==> config.mk <==
export PLATFORM = sky130hd
export DESIGN_NAME = hazard_stall_ctrl_flat
export DESIGN_NICKNAME = d
export VERILOG_FILES = /design/src/rtl/hazard_stall_ctrl_if.sv /design/src/rtl/hazard_stall_ctrl.sv /design/src/flat_wrapper.sv
export SDC_FILE = /design/constraint.sdc
export NUM_CORES = 1
export LEC_CHECK = 0
export CORE_AREA = 2 2 63 89
export CTS_BUF_LIST = sky130_fd_sc_hd__clkbuf_8 sky130_fd_sc_hd__clkbuf_16
export CTS_CLUSTER_DIAMETER = 30
export CTS_CLUSTER_SIZE = 10
export DETAILED_ROUTE_END_ITERATION = 8
export DIE_AREA = 0 0 65 91
export PLACE_DENSITY = 0.84
export SYNTH_ARGS = -nofsm -noshare
export SYNTH_HDL_FRONTEND = slang
export SYNTH_SLANG_ARGS = --single-unit
==> constraint.sdc <==
create_clock -name clk -period 5.1 [get_ports clk]
set_input_delay 0.765 -clock clk [delete_from_list [all_inputs] [get_ports clk]]
set_output_delay 0.765 -clock clk [all_outputs]
set_load 0.01 [all_outputs]
==> src/rtl/hazard_stall_ctrl_if.sv <==
// Pipeline-side bundle for the stall controller: D/E/M instruction words in,
// stall/flush and mult/div status out.
interface hazard_stall_ctrl_if #(
  parameter int unsigned CNT_W = 16
);
  logic [31:0]      instrD;
  logic [31:0]      instrE;
  logic [31:0]      instrM;
  logic             stall;
  logic             flushE;
  logic             md_busy;
  logic [3:0]       md_cnt;
  logic [CNT_W-1:0] stall_cnt;

  modport master (
    output instrD, instrE, instrM,
    input  stall, flushE, md_busy, md_cnt, stall_cnt
  );

  modport slave (
    input  instrD, instrE, instrM,
    output stall, flushE, md_busy, md_cnt, stall_cnt
  );
endinterface

==> src/rtl/hazard_stall_ctrl.sv <==
// Central stall controller for the 5-stage MIPS pipeline: load-use and
// branch-operand hazard detection plus mult/div busy sequencing.
module hazard_stall_ctrl #(
  parameter int unsigned MULT_LAT = 5,
  parameter int unsigned DIV_LAT  = 10,
  parameter int unsigned CNT_W    = 16
) (
  input  logic             clk,
  input  logic             rst,
  hazard_stall_ctrl_if.slave bus
);

  localparam logic [5:0] OP_R     = 6'h00;
  localparam logic [5:0] OP_BEQ   = 6'h04;
  localparam logic [5:0] OP_BNE   = 6'h05;
  localparam logic [5:0] OP_ADDIU = 6'h09;
  localparam logic [5:0] OP_ORI   = 6'h0D;
  localparam logic [5:0] OP_LUI   = 6'h0F;
  localparam logic [5:0] OP_LW    = 6'h23;
  localparam logic [5:0] OP_SW    = 6'h2B;
  localparam logic [5:0] FN_JR    = 6'h08;

  function automatic logic is_rtype(input logic [31:0] i);
    return (i[31:26] == OP_R) && (i != '0);
  endfunction

  function automatic logic reads_rs(input logic [31:0] i);
    return is_rtype(i) ||
           (i[31:26] inside {OP_BEQ, OP_BNE, OP_SW, OP_ORI, OP_ADDIU, OP_LW});
  endfunction

  function automatic logic reads_rt(input logic [31:0] i);
    return is_rtype(i) || (i[31:26] inside {OP_BEQ, OP_BNE, OP_SW});
  endfunction

  function automatic logic branch_use(input logic [31:0] i);
    return (i[31:26] inside {OP_BEQ, OP_BNE}) ||
           ((i[31:26] == OP_R) && (i[5:0] == FN_JR));
  endfunction

  function automatic logic [4:0] dest_reg(input logic [31:0] i);
    logic [4:0] d;
    d = '0;
    if (i[31:26] == OP_R) begin
      if (i[5:0] inside {6'h00, [6'h20:6'h25], 6'h2A, 6'h2B, 6'h10, 6'h12})
        d = i[15:11];
    end else if (i[31:26] inside {OP_ORI, OP_ADDIU, OP_LUI, OP_LW}) begin
      d = i[20:16];
    end
    return d;
  endfunction

  // True when i sources register r; r = 0 never counts as a dependency.
  function automatic logic uses_reg(input logic [31:0] i, input logic [4:0] r);
    return (r != '0) &&
           ((reads_rs(i) && (i[25:21] == r)) || (reads_rt(i) && (i[20:16] == r)));
  endfunction

  function automatic logic is_lw(input logic [31:0] i);
    return i[31:26] == OP_LW;
  endfunction

  function automatic logic is_md(input logic [31:0] i);
    return (i[31:26] == OP_R) && (i[5:0] inside {[6'h18:6'h1B], [6'h10:6'h13]});
  endfunction

  function automatic logic is_mult(input logic [31:0] i);
    return (i[31:26] == OP_R) && (i[5:0] inside {6'h18, 6'h19});
  endfunction

  function automatic logic is_div(input logic [31:0] i);
    return (i[31:26] == OP_R) && (i[5:0] inside {6'h1A, 6'h1B});
  endfunction

  logic [3:0]       md_cnt_q, md_cnt_d;
  logic [CNT_W-1:0] stall_cnt_q, stall_cnt_d;
  logic [4:0]       wE, wM;
  logic             md_start, load_use, br_e, br_m, md_haz, stall;

  always_comb begin
    wE       = dest_reg(bus.instrE);
    wM       = dest_reg(bus.instrM);
    md_start = is_mult(bus.instrE) || is_div(bus.instrE);
    load_use = is_lw(bus.instrE) && uses_reg(bus.instrD, wE);
    br_e     = branch_use(bus.instrD) && uses_reg(bus.instrD, wE);
    br_m     = branch_use(bus.instrD) && is_lw(bus.instrM) && uses_reg(bus.instrD, wM);
    md_haz   = is_md(bus.instrD) && ((md_cnt_q != '0) || md_start);
    stall    = load_use || br_e || br_m || md_haz;
  end

  // A start in E always reloads, even if a previous operation is still counting.
  always_comb begin
    md_cnt_d = md_cnt_q;
    if (is_mult(bus.instrE))
      md_cnt_d = 4'(MULT_LAT);
    else if (is_div(bus.instrE))
      md_cnt_d = 4'(DIV_LAT);
    else if (md_cnt_q != '0)
      md_cnt_d = md_cnt_q - 4'd1;
  end

  always_comb begin
    stall_cnt_d = stall_cnt_q;
    if (stall && (stall_cnt_q != '1))
      stall_cnt_d = stall_cnt_q + 1'b1;
  end

  always_ff @(posedge clk or negedge rst) begin
    if (!rst) begin
      md_cnt_q    <= '0;
      stall_cnt_q <= '0;
    end else begin
      md_cnt_q    <= md_cnt_d;
      stall_cnt_q <= stall_cnt_d;
    end
  end

  assign bus.stall     = stall;
  assign bus.flushE    = stall;
  assign bus.md_busy   = (md_cnt_q != '0);
  assign bus.md_cnt    = md_cnt_q;
  assign bus.stall_cnt = stall_cnt_q;

endmodule

==> src/flat_wrapper.sv <==
// flat-port wrapper written by rule: the top's interface ports become plain ports
module hazard_stall_ctrl_flat 
#(
  parameter int unsigned MULT_LAT = 5,
  parameter int unsigned DIV_LAT  = 10,
  parameter int unsigned CNT_W    = 16
)
  (clk, rst, bus_instrD, bus_instrE, bus_instrM, bus_stall, bus_flushE, bus_md_busy, bus_md_cnt, bus_stall_cnt);
  hazard_stall_ctrl_if #(.CNT_W(CNT_W)) bus_i ();
  input  logic clk;
  input  logic rst;
  input wire logic [$bits(bus_i.instrD)-1:0] bus_instrD;
  input wire logic [$bits(bus_i.instrE)-1:0] bus_instrE;
  input wire logic [$bits(bus_i.instrM)-1:0] bus_instrM;
  output wire logic [$bits(bus_i.stall)-1:0] bus_stall;
  output wire logic [$bits(bus_i.flushE)-1:0] bus_flushE;
  output wire logic [$bits(bus_i.md_busy)-1:0] bus_md_busy;
  output wire logic [$bits(bus_i.md_cnt)-1:0] bus_md_cnt;
  output wire logic [$bits(bus_i.stall_cnt)-1:0] bus_stall_cnt;
  assign bus_i.instrD = bus_instrD;
  assign bus_i.instrE = bus_instrE;
  assign bus_i.instrM = bus_instrM;
  assign bus_stall = bus_i.stall;
  assign bus_flushE = bus_i.flushE;
  assign bus_md_busy = bus_i.md_busy;
  assign bus_md_cnt = bus_i.md_cnt;
  assign bus_stall_cnt = bus_i.stall_cnt;
  hazard_stall_ctrl #(.MULT_LAT(MULT_LAT), .DIV_LAT(DIV_LAT), .CNT_W(CNT_W)) u_core (.clk(clk), .rst(rst), .bus(bus_i));
endmodule
==> impl_metrics.toml, run 1 <==
[synth]
synth_top_area_share = 0.247
synthCells = 230
netlist_area_um2 = 2020
synthArstFlopShare = 1.00
synthDistinctLibCells = 61
yosys-top-cells-count = "nand2_1, dfrtp_1, xnor2_1, xor2_1, nand3_1"
avgSynthCellArea_um2 = 8.80
synth_most_common_cell = "nand2_1"
yosysTopAreaCell = "dfrtp_1"
synth_edf_count = 0
yosys_warnings = 0
syn-num-nets = 331
ys_seq_elements = 20
synth_ff_type = "dfrtp_1"
ys_seq_area_frac = 0.247
synth.area.top_cells = "dfrtp_1, xnor2_1, xor2_1"

[die]
core-area_um2 = 5080
die_x_um = 65
ioPinCount = 121
die_h_um = 91
rows = 31
start_util = 0.398
dieArea_um2 = 5920

[critical_path]
crit_path_max_incr_delay_ps = 530
critPathLaunchType = "input pin"
criticalPathCategory = "in -> out"
crit_top_cell = "clkdlybuf4s50_1"
r2r-start = "u_core.bus.md_cnt[0]$_DFFE_PN0P_"
required_ps = 4340
r2r-end = "u_core.bus.stall_cnt[1]$_DFFE_PN0P_"
cp_max_fo = 5
crit_path_cell_trace = "clkdlybuf4s50_1 -> nor4_1 -> and4b_1 -> o21ai_1 -> and3_1 -> nor4b_1 -> nand4_1 -> a21oi_2 -> or3_4 -> clkdlybuf4s50_1"
worst-r2r-setup-slack_ps = 2160
cp.arrival_ps = 3760
end_kind = "output port"
cp_slowest_cell = "clkdlybuf4s50_1"
r2r_cells = 8

[placed_design]
portBuffers = 100
hpwlAfterDp_um = 4860
place.gp.congestion = 0.920

[routing]
wl_per_cell_um = 14.5
drtPass1Iterations = 4
drc_errors = 0
viasPerCell = 5.45
drtIter0Drc = 124
vias = 2151
routed_wl_um = 5710
postRouteAntennaNets = 0

[power]
ir_worst_vdd_uv = 106
clock_power_share = 0.219
p_sw_frac = 0.294
powerDensity_nw_per_um2 = 178
p_int_w = 0.000392
power_frac_seq = 0.348
power.switching_w = 0.000164
combPwrFrac = 0.433
leakagePower_nw = 1.26

[sta]
setup_viol = 0
finClkSkew_ps = 5.66
min_period_over_period = 0.888
timing_hold_violations_final = 0
min_period_ps = 4530
fin_setup_tns_ps = 0
fmax_ghz = 0.221
relSlewSlack = 0.412
rsz0062_at_grt = "no"
slew_viol_final = 0
tightest_slew_ps = 879
hold_ws_ps = 494

[layout]
drive_gt1_frac = 0.109
nets = 431
syn2layout_area_growth_pct = 54.7
antenna_cells = 0

[clock_tree]
post_cts_resized = 0
cts_tree = "yes"
cts_buffers = 3
cts.sinks = 20
clk_pin_slew_worst_paths_ps = 70
cts_hold_buf = 0
cts_max_level = 1
insertion_delay_ps = 260
cts_setup_buffers = 0
root_buffer = "clkbuf_8"
clk_path_buf_depth = 2

[outcome]
outcome = "finished, final reports clean"

[min_path]
hold_path_depth = 1
worstHoldStart = "u_core.bus.stall_cnt[11]$_DFFE_PN0P_"
hold_path_end = "u_core.bus.stall_cnt[11]$_DFFE_PN0P_"
hp-class = "reg -> reg"

[grt]
overflow = 0
antenna_found_initial = 0
grt_pass1_wl_um = 9730
grt_pass1_vias = 2189
track_usage = 0.203
grt_max_degree = 21

[flow_run]
cap_viol_max_count = 0
area by class of cell:
class	instances	area, um2
well taps	66	82.6
inverters	3	11.3
fillers	442	1950
repair buffers	100	1000
multi-input cells	202	1480
flip-flops and latches	20	500
clock buffers	4	55.1
per-stage QoR:
stage | std cells | setup slack, ps | total power [W] | instance area [um2] | util
floorplan | 230 | 1710 | 0.000306 | 2020 | -
global placement | 391 | 672 | 0.000433 | 3080 | 0.606
detailed placement | 391 | 566 | 0.000438 | 3080 | 0.606
CTS | 395 | 560 | 0.000559 | 3130 | 0.616
global route | 395 | 238 | 0.000594 | 3130 | 0.616
finish | 395 | 571 | 0.000556 | 3130 | 0.616
worst max path at each step:
stage,startpoint,cells after the start,to,slack (ps)
after floorplan,bus_instrM[5],8,bus_stall,1710
after global placement,bus_instrM[26],10,bus_stall,670
after detailed placement,bus_instrM[26],10,bus_flushE,570
after CTS,bus_instrM[26],10,bus_flushE,560
after global routing,bus_instrM[26],10,bus_flushE,240
final,bus_instrM[26],10,bus_flushE,570
power groups by stage:
stage          registers (W)  clock network (W)  logic, W
2_1_floorplan       0.000201                  0  0.000105
3_3_place_gp        0.000197                  0  0.000236
3_5_place_dp        0.000196                  0  0.000242
4_1_cts             0.000193           0.000124  0.000242
5_1_grt             0.000196           0.000132  0.000266
6_report            0.000193           0.000122  0.000241
state kept, by name, summed over array words and instances (netlist names):
signal / flops
u_core.bus.stall_cnt: 16
u_core.bus.md_cnt: 4
layout by cell type, fill, tap and decap left out, drive strengths merged, types with 5 or more instances in the layout:
master         instances
and3                   6
xnor2                 16
nand4                  5
clkdlybuf4s50        100
dfrtp                 20
a32oi                  5
o21ai                  6
nor3                   7
nor2                  22
nor2b                  5
nand3                 14
nand2                 21
xor2                  15
a21oi                 11
nor4                  10
worst max-delay path: cells and delay by family:
kind,cells,cell delay [ps]
AO/OA/AOI/OAI,2,410
buffers and inverters,2,970
AND/OR/NAND/NOR,6,1640
metal layers:
| metal | share of wire | wire [um] | track usage | vias up |
|---|---|---|---|---|
| met1 | 0.38 | 2140 | 0.218 | 1010 |
| li1 | - | - | - | 1053 |
| met4 | 0.027 | 156 | 0.0904 | 0 |
| met5 | 0 | 0 | 0 | - |
| met2 | 0.56 | 3170 | 0.382 | 75 |
| met3 | 0.042 | 239 | 0.0248 | 13 |
cells by family (layout without fill, tap and decap cells):
kind of cell / count (synthesis) / count (layout) / share of synthesized area
flops: 20 / 20 / 0.247
buf+inv: 8 / 107 / 0.0210
mux: 5 / 5 / 0.0266
xor+xnor: 31 / 31 / 0.134
compound gates: 40 / 40 / 0.180
fa+ha+maj: 3 / 3 / 0.0185
simple gates: 123 / 123 / 0.372
(Power assumes the default switching activity.)
==> run 2: changes to the inputs <==
==> constraint.sdc (replaced) <==
create_clock -name clk -period 5.45 [get_ports clk]
set_input_delay 0.8175 -clock clk [delete_from_list [all_inputs] [get_ports clk]]
set_output_delay 0.8175 -clock clk [all_outputs]
set_load 0.01 [all_outputs]
==> run 2 against run 1 <==
Net effect:
- non-clock buffer count stayed put
- register-to-register slack better by 350 ps
- design area is 0.52% higher
- clock skew is 2.7 ps higher
- core utilization is 0.32 points higher
- hold slack worse by 1.5 ps
- worst setup slack better by 240 ps
- flip-flop and latch count stayed put
- global-route usage is 0.38 points lower
- count of clock-buffer cells in the layout is 1 lower
- combinational power is 7% lower
- critical path type unchanged
- largest power group unchanged
- highest routed layer unchanged
==> impl_metrics.toml, run 2 (synthesis gave the netlist of run 1 again) <==
[sta]
slew_viol_final = 0
tightest_slew_ps = 874
min_period_over_period = 0.851
timing_hold_violations_final = 0
setup_ws_ps = 811
finClkSkew_ps = 8.36
relSlewSlack = 0.415
fin_setup_tns_ps = 0
min_period_ps = 4640
setup_viol = 0
rsz0062_at_grt = "no"
fmax_ghz = 0.216

[placed_design]
place.gp.congestion = 0.918
dp_slack_ps = 810
hpwlAfterDp_um = 4800
portBuffers = 100

[grt]
track_usage = 0.199
grt_max_degree = 21
antenna_found_initial = 0
grt_pass1_wl_um = 9680
overflow = 0
grt_pass1_vias = 2214

[routing]
vias = 2153
drtIter0Drc = 118
drc_errors = 0
postRouteAntennaNets = 0
wl_per_cell_um = 14.4
viasPerCell = 5.45
drtPass1Iterations = 4
routed_wl_um = 5680

[power]
ir_worst_vdd_uv = 92.3
combPwrFrac = 0.403
power_frac_seq = 0.328
p_int_w = 0.000400
p_sw_frac = 0.279
clock_power_share = 0.269
powerDensity_nw_per_um2 = 176
leakagePower_nw = 1.27
power.switching_w = 0.000155

[clock_tree]
clk_pin_slew_worst_paths_ps = 70
cts_tree = "yes"
root_buffer = "clkbuf_8"
clk_path_buf_depth = 2
cts_buffers = 3
post_cts_resized = 0
cts.sinks = 20
insertion_delay_ps = 260
cts_max_level = 1
cts_setup_buffers = 0
cts_hold_buf = 0

[min_path]
hp-class = "reg -> reg"

[die]
die_h_um = 91
ioPinCount = 121
dieArea_um2 = 5920
rows = 31
die_x_um = 65
core-area_um2 = 5080
start_util = 0.398

[critical_path]
cp_max_fo = 5
required_ps = 4630
criticalPathCategory = "in -> out"
end_kind = "output port"
cp.arrival_ps = 3820
critPathLaunchType = "input pin"

[layout]
drive_gt1_frac = 0.109
antenna_cells = 0
layout_commonest_cell = "clkdlybuf4s50_1"
largest_reg_flops = 16
nets = 431
ff_latch_area_um2 = 500
multi_input_area_um2 = 1480
syn2layout_area_growth_pct = 55.5
fill_cells = 429
most-common-layout-cells = "clkdlybuf4s50_1, nand2_1, dfrtp_1"

[outcome]
outcome = "finished, final reports clean"

[flow_run]
cap_viol_max_count = 0
-- run 2: changes by cell type in the layout (fill, tap and decap cells not counted), sizes merged --
cell	delta
bufinv	+1
clkbuf	-1
-- run 2: power by group through the flow --
stage | registers [W] | clock network [W] | logic, W
global route | 0.000185 | 0.000155 | 0.000247
detailed placement | 0.000185 | 0 | 0.000225
floorplan | 0.000188 | 0 | 0.0000983
global placement | 0.000184 | 0 | 0.000221
CTS | 0.000182 | 0.000149 | 0.000226
finish | 0.000182 | 0.000149 | 0.000224
-- run 2: layout make-up --
cell class | instances | share of cell area
flip-flops and latches | 20 | 0.159
clock buffers | 3 | 0.0131
inverters | 3 | 0.00358
multi-input cells | 202 | 0.471
well taps | 66 | 0.0262
clock inverters | 1 | 0.00954
repair buffers | 100 | 0.318
-- run 2: per-stage QoR --
stage                     total power, W  cells  area, um2  utilization  hold WS, ps
after detailed placement        0.000410    391       3080        0.606          478
after CTS                       0.000557    395       3150        0.620          491
after global routing            0.000587    395       3150        0.620          507
after floorplan                 0.000287    230       2020            -          515
after global placement          0.000405    391       3080        0.606          468
final                           0.000556    395       3150        0.620          493
-- run 2: worst paths after layout --
kind / from / endpoint / slack [ps] / depth (start not counted)
hold reg to reg: u_core.bus.stall_cnt[15]$_DFFE_PN0P_ / u_core.bus.stall_cnt[15]$_DFFE_PN0P_ / 490 / 1
setup reg to reg: u_core.bus.md_cnt[0]$_DFFE_PN0P_ / u_core.bus.stall_cnt[1]$_DFFE_PN0P_ / 2510 / 8
hold / removal: u_core.bus.stall_cnt[15]$_DFFE_PN0P_ / u_core.bus.stall_cnt[15]$_DFFE_PN0P_ / 490 / 1
setup / recovery: bus_instrM[26] / bus_flushE / 810 / 10
max in group asynchronous: rst / u_core.bus.stall_cnt[0]$_DFFE_PN0P_ / 3860 / 1
min in group asynchronous: rst / u_core.bus.stall_cnt[8]$_DFFE_PN0P_ / 1040 / 1
-- run 2: layer usage --
metal  wire length, um  part of all wire  track usage
met5                 0                 0            0
met4               142             0.025       0.0745
met2              3210              0.56        0.391
met3               247             0.043       0.0198
met1              2090              0.37        0.209
-- run 2: worst max-delay path, stage by stage --
cell and delay (ps):
clkdlybuf4s50_1 430, nor4_1 350, and4b_1 320, o21ai_1 170
and3_1 220, nor4b_1 400, nand4_1 180, a21oi_2 240
or3_4 180, clkdlybuf4s50_1 530
